<file path="src/rtl/approx_mult_sweep_monitor_if.sv">
// approx_mult_sweep_monitor_if: operand/product and result bundle of the sweep engine
interface approx_mult_sweep_monitor_if #(
  parameter int W = 8
);
  logic start;
  logic [W-1:0] a_out;
  logic [W-1:0] b_out;
  logic [2*W-1:0] p_in;
  logic busy;
  logic done;
  logic [2*W:0] err_count;
  logic [4*W-1:0] sum_ed;
  logic [2*W-1:0] max_ed;
  logic fail_seen;
  logic [W-1:0] first_fail_a;
  logic [W-1:0] first_fail_b;
  modport master (
    input start, p_in,
    output a_out, b_out, busy, done, err_count, sum_ed, max_ed, fail_seen, first_fail_a, first_fail_b
  );
  modport slave (
    output start, p_in,
    input a_out, b_out, busy, done, err_count, sum_ed, max_ed, fail_seen, first_fail_a, first_fail_b
  );
endinterface

</file>
<file path="src/rtl/approx_mult_sweep_monitor.sv">
// approx_mult_sweep_monitor: exhaustive error-distance sweep of a WxW approximate multiplier
module approx_mult_sweep_monitor #(
  parameter int W = 8
) (
  input logic clk,
  input logic rst,
  approx_mult_sweep_monitor_if.master m
);
  typedef enum logic [1:0] {IDLE, SWEEP, DRAIN, DONE} state_t;
  state_t state, state_nxt;
  logic [2*W-1:0] cnt, cnt_inc, p1, exact, ed;
  logic [W-1:0] a1, b1;
  logic pv, v1, go;
  assign go = m.start && (state == IDLE || state == DONE);
  assign cnt_inc = cnt + (2*W)'(1);
  assign exact = (2*W)'(a1) * (2*W)'(b1);
  assign ed = exact >= p1 ? exact - p1 : p1 - exact;
  assign m.a_out = cnt[2*W-1:W];
  assign m.b_out = cnt[W-1:0];
  always_comb begin
    state_nxt = go ? SWEEP : (state == SWEEP && &cnt_inc) ? DRAIN : (state == DRAIN && !pv) ? DONE : state;
    m.busy = state == SWEEP || state == DRAIN;
    m.done = state == DONE;
  end
  always_ff @(posedge clk or posedge rst)
    if (rst) state <= IDLE;
    else state <= state_nxt;
  // pv marks the pair now on a_out/b_out as part of the sweep; it stays set through the first DRAIN cycle
  always_ff @(posedge clk or posedge rst)
    if (rst) begin
      cnt <= '0;
      pv <= 1'b0;
      v1 <= 1'b0;
      p1 <= '0;
      a1 <= '0;
      b1 <= '0;
      m.err_count <= '0;
      m.sum_ed <= '0;
      m.max_ed <= '0;
      m.fail_seen <= 1'b0;
      m.first_fail_a <= '0;
      m.first_fail_b <= '0;
    end else begin
      pv <= state_nxt == SWEEP || state == SWEEP;
      v1 <= pv;
      p1 <= m.p_in;
      a1 <= m.a_out;
      b1 <= m.b_out;
      if (go) begin
        cnt <= '0;
        m.err_count <= '0;
        m.sum_ed <= '0;
        m.max_ed <= '0;
        m.fail_seen <= 1'b0;
        m.first_fail_a <= '0;
        m.first_fail_b <= '0;
      end else begin
        if (state == SWEEP) cnt <= cnt_inc;
        if (v1) begin
          m.sum_ed <= m.sum_ed + (4*W)'(ed);
          m.err_count <= m.err_count + (2*W+1)'(ed != '0);
          if (ed > m.max_ed) m.max_ed <= ed;
          if (ed != '0 && !m.fail_seen) begin
            m.fail_seen <= 1'b1;
            m.first_fail_a <= a1;
            m.first_fail_b <= b1;
          end
        end
      end
    end
endmodule

</file>
<file path="src/flat_wrapper.sv">
// flat-port wrapper written by rule: the top's interface ports become plain ports
module approx_mult_sweep_monitor_flat 
#(
  parameter int W = 8
)
  (clk, rst, m_start, m_p_in, m_a_out, m_b_out, m_busy, m_done, m_err_count, m_sum_ed, m_max_ed, m_fail_seen, m_first_fail_a, m_first_fail_b);
  approx_mult_sweep_monitor_if #(.W(W)) m_i ();
  input logic clk;
  input logic rst;
  input wire logic [$bits(m_i.start)-1:0] m_start;
  input wire logic [$bits(m_i.p_in)-1:0] m_p_in;
  output wire logic [$bits(m_i.a_out)-1:0] m_a_out;
  output wire logic [$bits(m_i.b_out)-1:0] m_b_out;
  output wire logic [$bits(m_i.busy)-1:0] m_busy;
  output wire logic [$bits(m_i.done)-1:0] m_done;
  output wire logic [$bits(m_i.err_count)-1:0] m_err_count;
  output wire logic [$bits(m_i.sum_ed)-1:0] m_sum_ed;
  output wire logic [$bits(m_i.max_ed)-1:0] m_max_ed;
  output wire logic [$bits(m_i.fail_seen)-1:0] m_fail_seen;
  output wire logic [$bits(m_i.first_fail_a)-1:0] m_first_fail_a;
  output wire logic [$bits(m_i.first_fail_b)-1:0] m_first_fail_b;
  assign m_i.start = m_start;
  assign m_i.p_in = m_p_in;
  assign m_a_out = m_i.a_out;
  assign m_b_out = m_i.b_out;
  assign m_busy = m_i.busy;
  assign m_done = m_i.done;
  assign m_err_count = m_i.err_count;
  assign m_sum_ed = m_i.sum_ed;
  assign m_max_ed = m_i.max_ed;
  assign m_fail_seen = m_i.fail_seen;
  assign m_first_fail_a = m_i.first_fail_a;
  assign m_first_fail_b = m_i.first_fail_b;
  approx_mult_sweep_monitor #(.W(W)) u_core (.clk(clk), .rst(rst), .m(m_i));
endmodule
</file>
<file path="config.mk">
export PLATFORM = sky130hd
export DESIGN_NAME = approx_mult_sweep_monitor_flat
export DESIGN_NICKNAME = d
export VERILOG_FILES = /design/src/rtl/approx_mult_sweep_monitor_if.sv /design/src/rtl/approx_mult_sweep_monitor.sv /design/src/flat_wrapper.sv
export SDC_FILE = /design/constraint.sdc
export NUM_CORES = 1
export LEC_CHECK = 0
export CAP_MARGIN = 40
export CORE_UTILIZATION = 25
export CTS_BUF_LIST = sky130_fd_sc_hd__clkbuf_4 sky130_fd_sc_hd__clkbuf_8 sky130_fd_sc_hd__clkbuf_16
export CTS_CLUSTER_SIZE = 30
export DETAILED_ROUTE_END_ITERATION = 8
export HOLD_SLACK_MARGIN = 0.03
export RECOVER_POWER = 100
export SYNTH_ARGS = -nofsm -noshare
export SYNTH_HDL_FRONTEND = slang
export SYNTH_SLANG_ARGS = --single-unit
</file>
<file path="constraint.sdc">
create_clock -name clk -period 21.1 [get_ports clk]
set_input_delay 5.275 -clock clk [delete_from_list [all_inputs] [get_ports clk]]
set_output_delay 5.275 -clock clk [all_outputs]
set_load 0.005 [all_outputs]
</file>
==> results of run 1 <==
==> cell usage after synthesis, types with 3 or more instances <==
library cell    n
xnor2_1        27
mux2i_1        31
fa_1           39
nand2_1        67
o21ai_1        10
buf_6           6
a21o_1         21
a211o_1         5
and2_1         64
and4_1          3
nand2b_1        9
nand3_1        20
nor3_1         19
nor2_1        103
clkbuf_1       21
xor2_1         45
a21oi_1        65
o21a_1         12
dfrtp_1       134
or3_1          11
nand3b_1       12
buf_2           4
inv_1         120
nor2b_1         9
o21bai_1       11
o31ai_1         3
a21oi_2        14
o211ai_1        4
a211oi_1       13
or2_2           3
nand3b_2        9
ha_1          110
and3_1         10
a22oi_1         3
nand4_1        25
o211a_1         4
buf_1           6
o21ai_0        57
==> layout make-up <==
class / count / area, um^2 / share of cell area [%]
Multi-Input combinational cell: 882 / 6720 / 51.3
Sequential cell: 134 / 3350 / 25.6
Timing Repair Buffer: 130 / 1250 / 9.54
Tap cell: 539 / 674 / 5.16
Clock buffer: 23 / 502 / 3.84
Inverter: 120 / 452 / 3.45
Clock inverter: 9 / 136 / 1.04
==> final timing paths <==
kind / from / end / slack, ns / depth (start not counted)
max in group clk: u_core.a1[1] / u_core.m.max_ed[2] / 11.18 / 34
max: rst / u_core.m.sum_ed[8] / 10.67 / 3
max reg2reg: u_core.a1[1] / u_core.m.max_ed[2] / 11.18 / 34
min: u_core.pv / u_core.v1 / 0.38 / 0
min reg2reg: u_core.pv / u_core.v1 / 0.38 / 0
min in group asynchronous: rst / u_core.cnt[0] / 6.34 / 2
==> flip-flops by register name (all words and copies together), names as in the netlist, 2 cells and up <==
| register | cells |
|---|---|
| u_core.p1 | 16 |
| u_core.a1 | 8 |
| u_core.state | 2 |
| u_core.cnt | 16 |
| u_core.m.err_count | 17 |
| u_core.m.first_fail_b | 8 |
| u_core.m.max_ed | 16 |
| u_core.m.sum_ed | 32 |
| u_core.m.first_fail_a | 8 |
| u_core.b1 | 8 |
==> power by group <==
part           switching (mW)  leakage [nW]  internal [mW]
clock network           0.120         0.310          0.204
logic                   0.560          4.25          0.461
registers              0.0899          1.69          0.336
total                   0.770          6.24           1.00
==> kinds of logic after synthesis <==
logic type | after synthesis | share of synthesized area, %
xor gates and xnor gates | 72 | 5.86
and+or+nand+nor | 380 | 18.6
buffers and inverters | 159 | 6.08
DFF | 134 | 31.2
AOI/OAI and AO/OA | 250 | 15.3
adders and majority gates | 149 | 20.0
muxes | 31 | 2.88
==> stage by stage <==
stage,power (mW),cell area [um^2]
global route,1.94,13100
floorplan,1.13,10800
CTS,1.82,13200
finish,1.77,13100
detailed placement,1.48,12500
global placement,1.46,12500
==> routing by layer <==
| layer | share of wire [%] | track usage (%) | vias up | routed length (um) |
|---|---|---|---|---|
| li1 | - | - | 4246 | - |
| met1 | 47 | 18.0 | 4204 | 13500 |
| met2 | 47 | 21.2 | 170 | 13500 |
| met3 | 4.7 | 3.22 | 29 | 1340 |
| met4 | 1.5 | 4.15 | 2 | 420 |
| met5 | 0.028 | 0 | - | 8 |
==> impl_metrics.env, run 1 <==
export IMPL_synth_cell_types=78
export IMPL_fin_worst_skew_ns=0.0156
export IMPL_worstPathCellList="dlygate4sd3_1 -> clkinvlp_2 -> clkbuf_1"
export IMPL_syn_num_nets=1343
export IMPL_avgViaCountPerCell=4.71
export IMPL_crit_path_top_delay_cell="clkbuf_1"
export IMPL_cp_end_kind="async pin"
export IMPL_grt_setup_unrepaired="false"
export IMPL_drc=0
export IMPL_yosysWarnings=0
export IMPL_overflow=0
export IMPL_critPathRequiredTime_ns=20.94
export IMPL_fp_dieH_um=209
export IMPL_max_freq_mhz=95.9
export IMPL_synth_area_leaders="dfrtp_1, ha_1, fa_1, inv_1, and2_1"
export IMPL_synth_edf_count=0
export IMPL_setup_slack_ns=10.67
export IMPL_drtPass1Iterations=4
export IMPL_utilization_pct=31.0
export IMPL_antenna_left=0
export IMPL_port_buffers=118
export IMPL_grt_pass1_vias=8500
export IMPL_maxCapViolations=4
export IMPL_hp_class="flop to flop"
export IMPL_place_ws_ns=11.95
export IMPL_vias=8651
export IMPL_avgSynthCellArea_um2=9.16
export IMPL_grt_use_total_pct=13.4
export IMPL_fp_row_count=75
export IMPL_violations="capacitance limit, slew limit"
export IMPL_numCtsBuffers=17
export IMPL_final_layout_size_suffix_gt1_share_pct=5.47
export IMPL_min_period_ns=10.43
export IMPL_fin_crit_sh_pct=49.4
export IMPL_ys_flop_type="dfrtp_1"
export IMPL_die_x_um=209
export IMPL_final_common_cell="dfrtp_1"
export IMPL_yosys_area_top_type_share_pct=31.2
export IMPL_cts_tree="built"
export IMPL_cpPeakStageDelay_ns=2.33
export IMPL_antenna_cells=0
export IMPL_wl_per_cell_um=15.6
export IMPL_syn_inst=1175
export IMPL_power_density_nw_per_um2=135
export IMPL_grt_first_pass_wirelength_um=46600
export IMPL_layout_common_cells="dfrtp_1, inv_1, dlygate4sd3_1"
export IMPL_cts_setup_buffers=0
export IMPL_arrival_ns=10.27
export IMPL_dpl_hpwl_um=21700
export IMPL_worst_setup_path_start_kind="input pin"
export IMPL_leakage_nw=6.24
export IMPL_antenna_found_initial=1
export IMPL_ys_seq_area_share_pct=31.2
export IMPL_crit_type="input pin to async pin"
export IMPL_peakVddDrop_mv=0.0623
export IMPL_clock_tree_root_cell="clkbuf_16"
export IMPL_grt_max_degree=78
export IMPL_status="complete, but fails checks"
export IMPL_fin_nets=1453
export IMPL_fin_cells=1837
export IMPL_cts_sinks=134
export IMPL_design_core_area_um2=42200
export IMPL_dieArea_um2=43900
export IMPL_relSlewSlack_pct=-139
export IMPL_io_pins=119
export IMPL_fillers=4366
export IMPL_critPathBufInv=3
export IMPL_gp_congestion=0.903
export IMPL_htreeDepth=4
export IMPL_async_flop_share_pct=100
export IMPL_cpLargestDelayFamily="buffers and inverters"
export IMPL_dp_cells=1805
export IMPL_synth_area_leader_cell="dfrtp_1"
export IMPL_whs_ns=0.385
export IMPL_cp_max_fo=77
export IMPL_clkLatencyLatePin_ns=0.44
export IMPL_ys_ff_latch=134
export IMPL_cts_hold_fix_buffers=0
export IMPL_initial_core_util_pct=25.5
export IMPL_cts_resized=0
export IMPL_setup_viol=0
export IMPL_slew_viol_final=237
export IMPL_wirelength_um=28700
export IMPL_worst_setup_hold_path_clk_slew_ns=0.06
export IMPL_drtIter0Drc=414
export IMPL_tns_ns=0
export IMPL_clockBufferDepth=2
export IMPL_netlist_area_um2=10800
export IMPL_tightestPinTransition_ns=3.57
export IMPL_hold_viol=0
export IMPL_syn_to_final_growth_pct=21.6
Note: power is estimated with default switching activity, not from simulation.
==> run 2: changes to the inputs <==
==> constraint.sdc (replaced) <==
create_clock -name clk -period 10 [get_ports clk]
set_input_delay 2.5 -clock clk [delete_from_list [all_inputs] [get_ports clk]]
set_output_delay 2.5 -clock clk [all_outputs]
set_load 0.005 [all_outputs]
==> impl_metrics.env, run 2 (synthesis results as in run 1) <==
export IMPL_wirelength_um=28900
export IMPL_r2r_start="u_core.a1[1]"
export IMPL_r2r_cells=36
export IMPL_max_freq_mhz=109
export IMPL_swShare_pct=45.2
export IMPL_grt_setup_unrepaired="false"
export IMPL_worst_setup_path_start_kind="flop"
export IMPL_fp_dieH_um=209
export IMPL_cpPeakStageDelay_ns=0.54
export IMPL_drtPass1Iterations=5
export IMPL_maxCapViolations=4
export IMPL_largest_register="u_core.m.sum_ed"
export IMPL_arrival_ns=9.50
export IMPL_antenna_left=0
export IMPL_use_met1_pct=17.7
export IMPL_fin_crit_sh_pct=91.8
export IMPL_reg_top3="u_core.m.sum_ed: 32 flops, u_core.m.err_count: 17 flops"
export IMPL_min_to="u_core.v1"
export IMPL_vias=8636
export IMPL_fin_worst_skew_ns=0.0114
export IMPL_grt_busiest_layer="met2"
export IMPL_hold_start="u_core.pv"
export IMPL_dieArea_um2=43900
export IMPL_layout_common_cells="dfrtp_1, inv_1, dlygate4sd3_1"
export IMPL_overflow=0
export IMPL_power_total_mw=3.66
export IMPL_tns_ns=0
export IMPL_netSwitchingPower_mw=1.65
export IMPL_r2r_setup_slack_ns=0.82
export IMPL_wl_per_cell_um=15.7
export IMPL_p_int_mw=2.01
export IMPL_grt_use_total_pct=13.1
export IMPL_crit_path_top_delay_cell="fa_1"
export IMPL_pwr_share_clk_pct=16.2
export IMPL_final_layout_size_suffix_gt1_share_pct=5.93
export IMPL_leakage_nw=6.21
export IMPL_clock_tree_root_cell="clkbuf_16"
export IMPL_cts_sinks=134
export IMPL_whs_path_depth=0
export IMPL_design_core_area_um2=42200
export IMPL_cp_common_cell="a21oi_1"
export IMPL_hp_class="flop to flop"
export IMPL_dpl_hpwl_um=22000
export IMPL_largest_reg_flops=32
export IMPL_dp_cells=1806
export IMPL_antenna_cells=0
export IMPL_cts_setup_buffers=0
export IMPL_syn_to_final_growth_pct=21.1
export IMPL_drtIter0Drc=428
export IMPL_htreeDepth=4
export IMPL_slew_viol_final=179
export IMPL_hold_viol=0
export IMPL_gp_congestion=0.879
export IMPL_initial_core_util_pct=25.5
export IMPL_grt_max_degree=75
export IMPL_cp_max_fo=13
export IMPL_setup_viol=0
export IMPL_antenna_found_initial=1
export IMPL_fin_nets=1454
export IMPL_fp_row_count=75
export IMPL_worst_setup_hold_path_clk_slew_ns=0.07
export IMPL_critPathRequiredTime_ns=10.31
export IMPL_utilization_pct=30.9
export IMPL_status="complete, but fails checks"
export IMPL_min_period_ns=9.18
export IMPL_final_common_cell="dfrtp_1"
export IMPL_use_met2_pct=21.3
export IMPL_design_area_um2=13000
export IMPL_io_pins=119
export IMPL_grt_use_met3_pct=2.77
export IMPL_crit_type="flop to flop"
export IMPL_peakVddDrop_mv=0.133
export IMPL_cp_end_kind="flop"
export IMPL_p_seq_share_pct=24.6
export IMPL_violations="capacitance limit, slew limit"
export IMPL_relSlewSlack_pct=-125
export IMPL_grt_pass1_vias=8278
export IMPL_r2r_end="u_core.m.max_ed[3]"
export IMPL_avgViaCountPerCell=4.70
export IMPL_die_x_um=209
export IMPL_place_area_um2=12600
export IMPL_cts_tree="built"
export IMPL_clkLatencyLatePin_ns=0.44
export IMPL_grt_first_pass_wirelength_um=45400
export IMPL_clockBufferDepth=2
export IMPL_fin_cells=1838
export IMPL_power_frac_comb_pct=59.2
export IMPL_drc=0
export IMPL_port_buffers=118
export IMPL_power_density_nw_per_um2=281
export IMPL_tightestPinTransition_ns=3.35
export IMPL_numCtsBuffers=17
==> run 2: stage by stage <==
stage	hold slack, ns	worst slack, ns
3_3_place_gp	0.367	0.810
2_1_floorplan	0.354	1.63
6_report	0.377	0.817
5_1_grt	0.393	0.0317
4_1_cts	0.378	0.591
3_5_place_dp	0.363	0.606
==> run 2: how the worst max path moves through the flow <==
stage	endpoint	from	slack, ns	depth (start not counted)
after detailed placement	u_core.m.sum_ed[26]	u_core.a1[1]	0.61	34
after global routing	u_core.m.sum_ed[24]	u_core.a1[1]	0.03	34
after global placement	u_core.m.sum_ed[24]	u_core.a1[1]	0.81	34
after floorplan	u_core.m.max_ed[14]	u_core.a1[1]	1.63	34
after CTS	u_core.m.sum_ed[28]	u_core.a1[1]	0.59	34
final	u_core.m.max_ed[3]	u_core.a1[1]	0.82	36
==> run 2: repair_timing <==
action                                  4_1_cts  5_1_grt
gates resized for setup                       0        3
hold buffers                                  0        0
hold endpoints to repair                      0        0
endpoints found under the setup margin        0        4
==> run 2: power by group through the flow <==
stage / Sequential [mW] / Combinational (mW) / Clock, mW
2_1_floorplan: 0.852 / 1.53 / 0
3_3_place_gp: 0.912 / 2.17 / 0
3_5_place_dp: 0.913 / 2.23 / 0
4_1_cts: 0.908 / 2.24 / 0.613
5_1_grt: 0.928 / 2.43 / 0.628
6_report: 0.899 / 2.17 / 0.593
==> run 2: area by class of cell <==
type	instances	area (um^2)
inverter	120	452
timing repair buffer	131	1280
sequential	134	3350
tap	539	674
multi-input combinational	882	6730
fill	4447	29200
clock buffer	18	439
clock inverter	14	103
==> run 2: metal layers <==
metal	vias up	wire, um
li1	4245	-
met1	4234	13800
met2	133	13600
met3	22	1040
met4	2	409
met5	-	10
==> run 2: worst max-delay path, delay by kind of cell, from the launching register on <==
family	cells	cell delay, ns
xor+xnor	2	0.66
mux	1	0.25
fa+ha+maj	7	2.95
flops	1	0.47
simple gates	7	1.03
buf+inv	3	0.57
compound gates	16	3.12
==> run 3: changes to the inputs <==
==> constraint.sdc (replaced) <==
create_clock -name clk -period 10 [get_ports clk]
set_input_delay 2.5 -clock clk [delete_from_list [all_inputs] [get_ports clk]]
set_output_delay 2.5 -clock clk [all_outputs]
set_load 0.05 [all_outputs]
==> impl_metrics.env, run 3 (synthesis results as in run 1) <==
export IMPL_grt_pass1_vias=8278
export IMPL_numCtsBuffers=17
export IMPL_relSlewSlack_pct=-126
export IMPL_gp_congestion=0.879
export IMPL_design_core_area_um2=42200
export IMPL_utilization_pct=30.9
export IMPL_r2r_end="u_core.m.max_ed[3]"
export IMPL_fin_worst_skew_ns=0.0111
export IMPL_htreeDepth=4
export IMPL_maxCapViolations=4
export IMPL_place_area_um2=12600
export IMPL_crit_end="u_core.m.max_ed[3]"
export IMPL_cts_sinks=134
export IMPL_dpl_hpwl_um=22000
export IMPL_grt_max_degree=75
export IMPL_clkLatencyLatePin_ns=0.44
export IMPL_worst_setup_path_start_kind="flop"
export IMPL_cts_tree="built"
export IMPL_cpPeakStageDelay_ns=0.54
export IMPL_drtPass1Iterations=4
export IMPL_final_common_cell="dfrtp_1"
export IMPL_seq_area_um2=3350
export IMPL_drc=0
export IMPL_initial_core_util_pct=25.5
export IMPL_antenna_left=0
export IMPL_cpLargestDelayFamily="compound AO/OA/AOI/OAI gates"
export IMPL_peakVddDrop_mv=0.199
export IMPL_grt_use_total_pct=13.1
export IMPL_final_layout_size_suffix_gt1_share_pct=6.00
export IMPL_whs_ns=0.377
export IMPL_cp_end_kind="flop"
export IMPL_multi_input_area_um2=6730
export IMPL_design_area_um2=13000
export IMPL_worst_setup_hold_path_clk_slew_ns=0.07
export IMPL_critPathRequiredTime_ns=10.31
export IMPL_largest_reg_flops=32
export IMPL_fp_dieH_um=209
export IMPL_reg_top3="u_core.m.sum_ed: 32 flops, u_core.m.err_count: 17 flops"
export IMPL_power_frac_comb_pct=63.6
export IMPL_hold_viol=0
export IMPL_wl_per_cell_um=15.7
export IMPL_cp_depth=36
export IMPL_fp_row_count=75
export IMPL_layout_common_cells="dfrtp_1, inv_1, dlygate4sd3_1"
export IMPL_violations="capacitance limit, slew limit"
export IMPL_tns_ns=0
export IMPL_clockBufferDepth=2
export IMPL_antenna_found_initial=1
export IMPL_p_int_mw=2.01
export IMPL_overflow=0
export IMPL_die_x_um=209
export IMPL_critPathBufInv=3
export IMPL_r2r_cells=36
export IMPL_power_density_nw_per_um2=314
export IMPL_leakage_nw=6.21
export IMPL_syn_to_final_growth_pct=21.2
export IMPL_grt_first_pass_wirelength_um=45400
export IMPL_wirelength_um=28900
export IMPL_vias=8638
export IMPL_arrival_ns=9.48
export IMPL_netSwitchingPower_mw=2.09
export IMPL_swShare_pct=51.0
export IMPL_crit_path_top_delay_cell="fa_1"
export IMPL_io_pins=119
export IMPL_fin_crit_sh_pct=91.7
export IMPL_startpoint="u_core.a1[1]"
export IMPL_status="complete, but fails checks"
export IMPL_crit_type="flop to flop"
export IMPL_power_total_mw=4.10
export IMPL_hp_class="flop to flop"
export IMPL_r2r_start="u_core.a1[1]"
export IMPL_min_period_ns=9.17
export IMPL_r2r_setup_slack_ns=0.83
export IMPL_fin_nets=1454
export IMPL_cts_setup_buffers=0
export IMPL_cp_common_cell="a21oi_1"
export IMPL_clock_tree_root_cell="clkbuf_16"
export IMPL_max_freq_mhz=109
export IMPL_grt_setup_unrepaired="false"
export IMPL_drtIter0Drc=415
export IMPL_tightestPinTransition_ns=3.37
export IMPL_cp_max_fo=13
export IMPL_p_seq_share_pct=21.9
export IMPL_avgViaCountPerCell=4.70
export IMPL_setup_viol=0
export IMPL_fillers=4445
export IMPL_pwr_share_clk_pct=14.5
export IMPL_slew_viol_final=179
export IMPL_whs_path_depth=0
export IMPL_antenna_cells=0
export IMPL_dieArea_um2=43900
export IMPL_port_buffers=118
export IMPL_largest_register="u_core.m.sum_ed"
[run 3: changes by cell type in the layout (fill, tap and decap cells not counted)]
cell             delta
clkbuf_1            -1
buf_4               +1
clkdlybuf4s50_1     -1
dlygate4sd3_1       +1
[run 3: worst min path at each step]
stage                      to  startpoint  slack, ns
floorplan           u_core.v1   u_core.pv       0.35
global placement    u_core.v1   u_core.pv       0.37
detailed placement  u_core.v1   u_core.pv       0.36
CTS                 u_core.v1   u_core.pv       0.38
global route        u_core.v1   u_core.pv       0.39
finish              u_core.v1   u_core.pv       0.38
[run 3: per-layer routing]
layer | vias up | global-route usage [%] | share of wire, %
met3 | 22 | 2.77 | 3.6
met1 | 4234 | 17.7 | 48
met4 | 2 | 3.50 | 1.4
li1 | 4246 | - | -
met2 | 134 | 21.3 | 47
met5 | - | 0 | 0.035
[run 3: per-stage QoR]
stage	cells	setup slack, ns
floorplan	1175	1.63
global route	1838	0.0317
finish	1838	0.833
global placement	1800	0.810
detailed placement	1806	0.606
CTS	1838	0.591
[run 3: area by class of cell]
type / count / area share, %
Clock buffer: 18 / 3.37
Timing Repair Buffer: 131 / 9.86
Sequential cell: 134 / 25.7
Inverter: 120 / 3.46
Tap cell: 539 / 5.17
Multi-Input combinational cell: 882 / 51.6
Clock inverter: 14 / 0.787
[run 3: timing repair]
item / 4_1_cts / 5_1_grt
hold buffers: 0 / 0
resized for setup: 0 / 3
hold endpoints to repair: 0 / 0
setup endpoints to repair: 0 / 4
[run 3: worst reg2reg max path, delay by kind of cell (launching register included)]
| family | cells | cell delay, ns |
|---|---|---|
| mux | 1 | 0.26 |
| compound gates | 16 | 3.14 |
| buf+inv | 3 | 0.57 |
| xor+xnor | 2 | 0.64 |
| fa+ha+maj | 7 | 2.95 |
| flops | 1 | 0.47 |
| simple gates | 7 | 1.03 |
[run 3: power groups by stage]
stage	combinational, mW	sequential (mW)	clock [mW]
finish	2.61	0.899	0.592
global route	2.87	0.928	0.628
CTS	2.68	0.908	0.613
detailed placement	2.67	0.913	0
global placement	2.61	0.912	0
floorplan	1.54	1.28	0
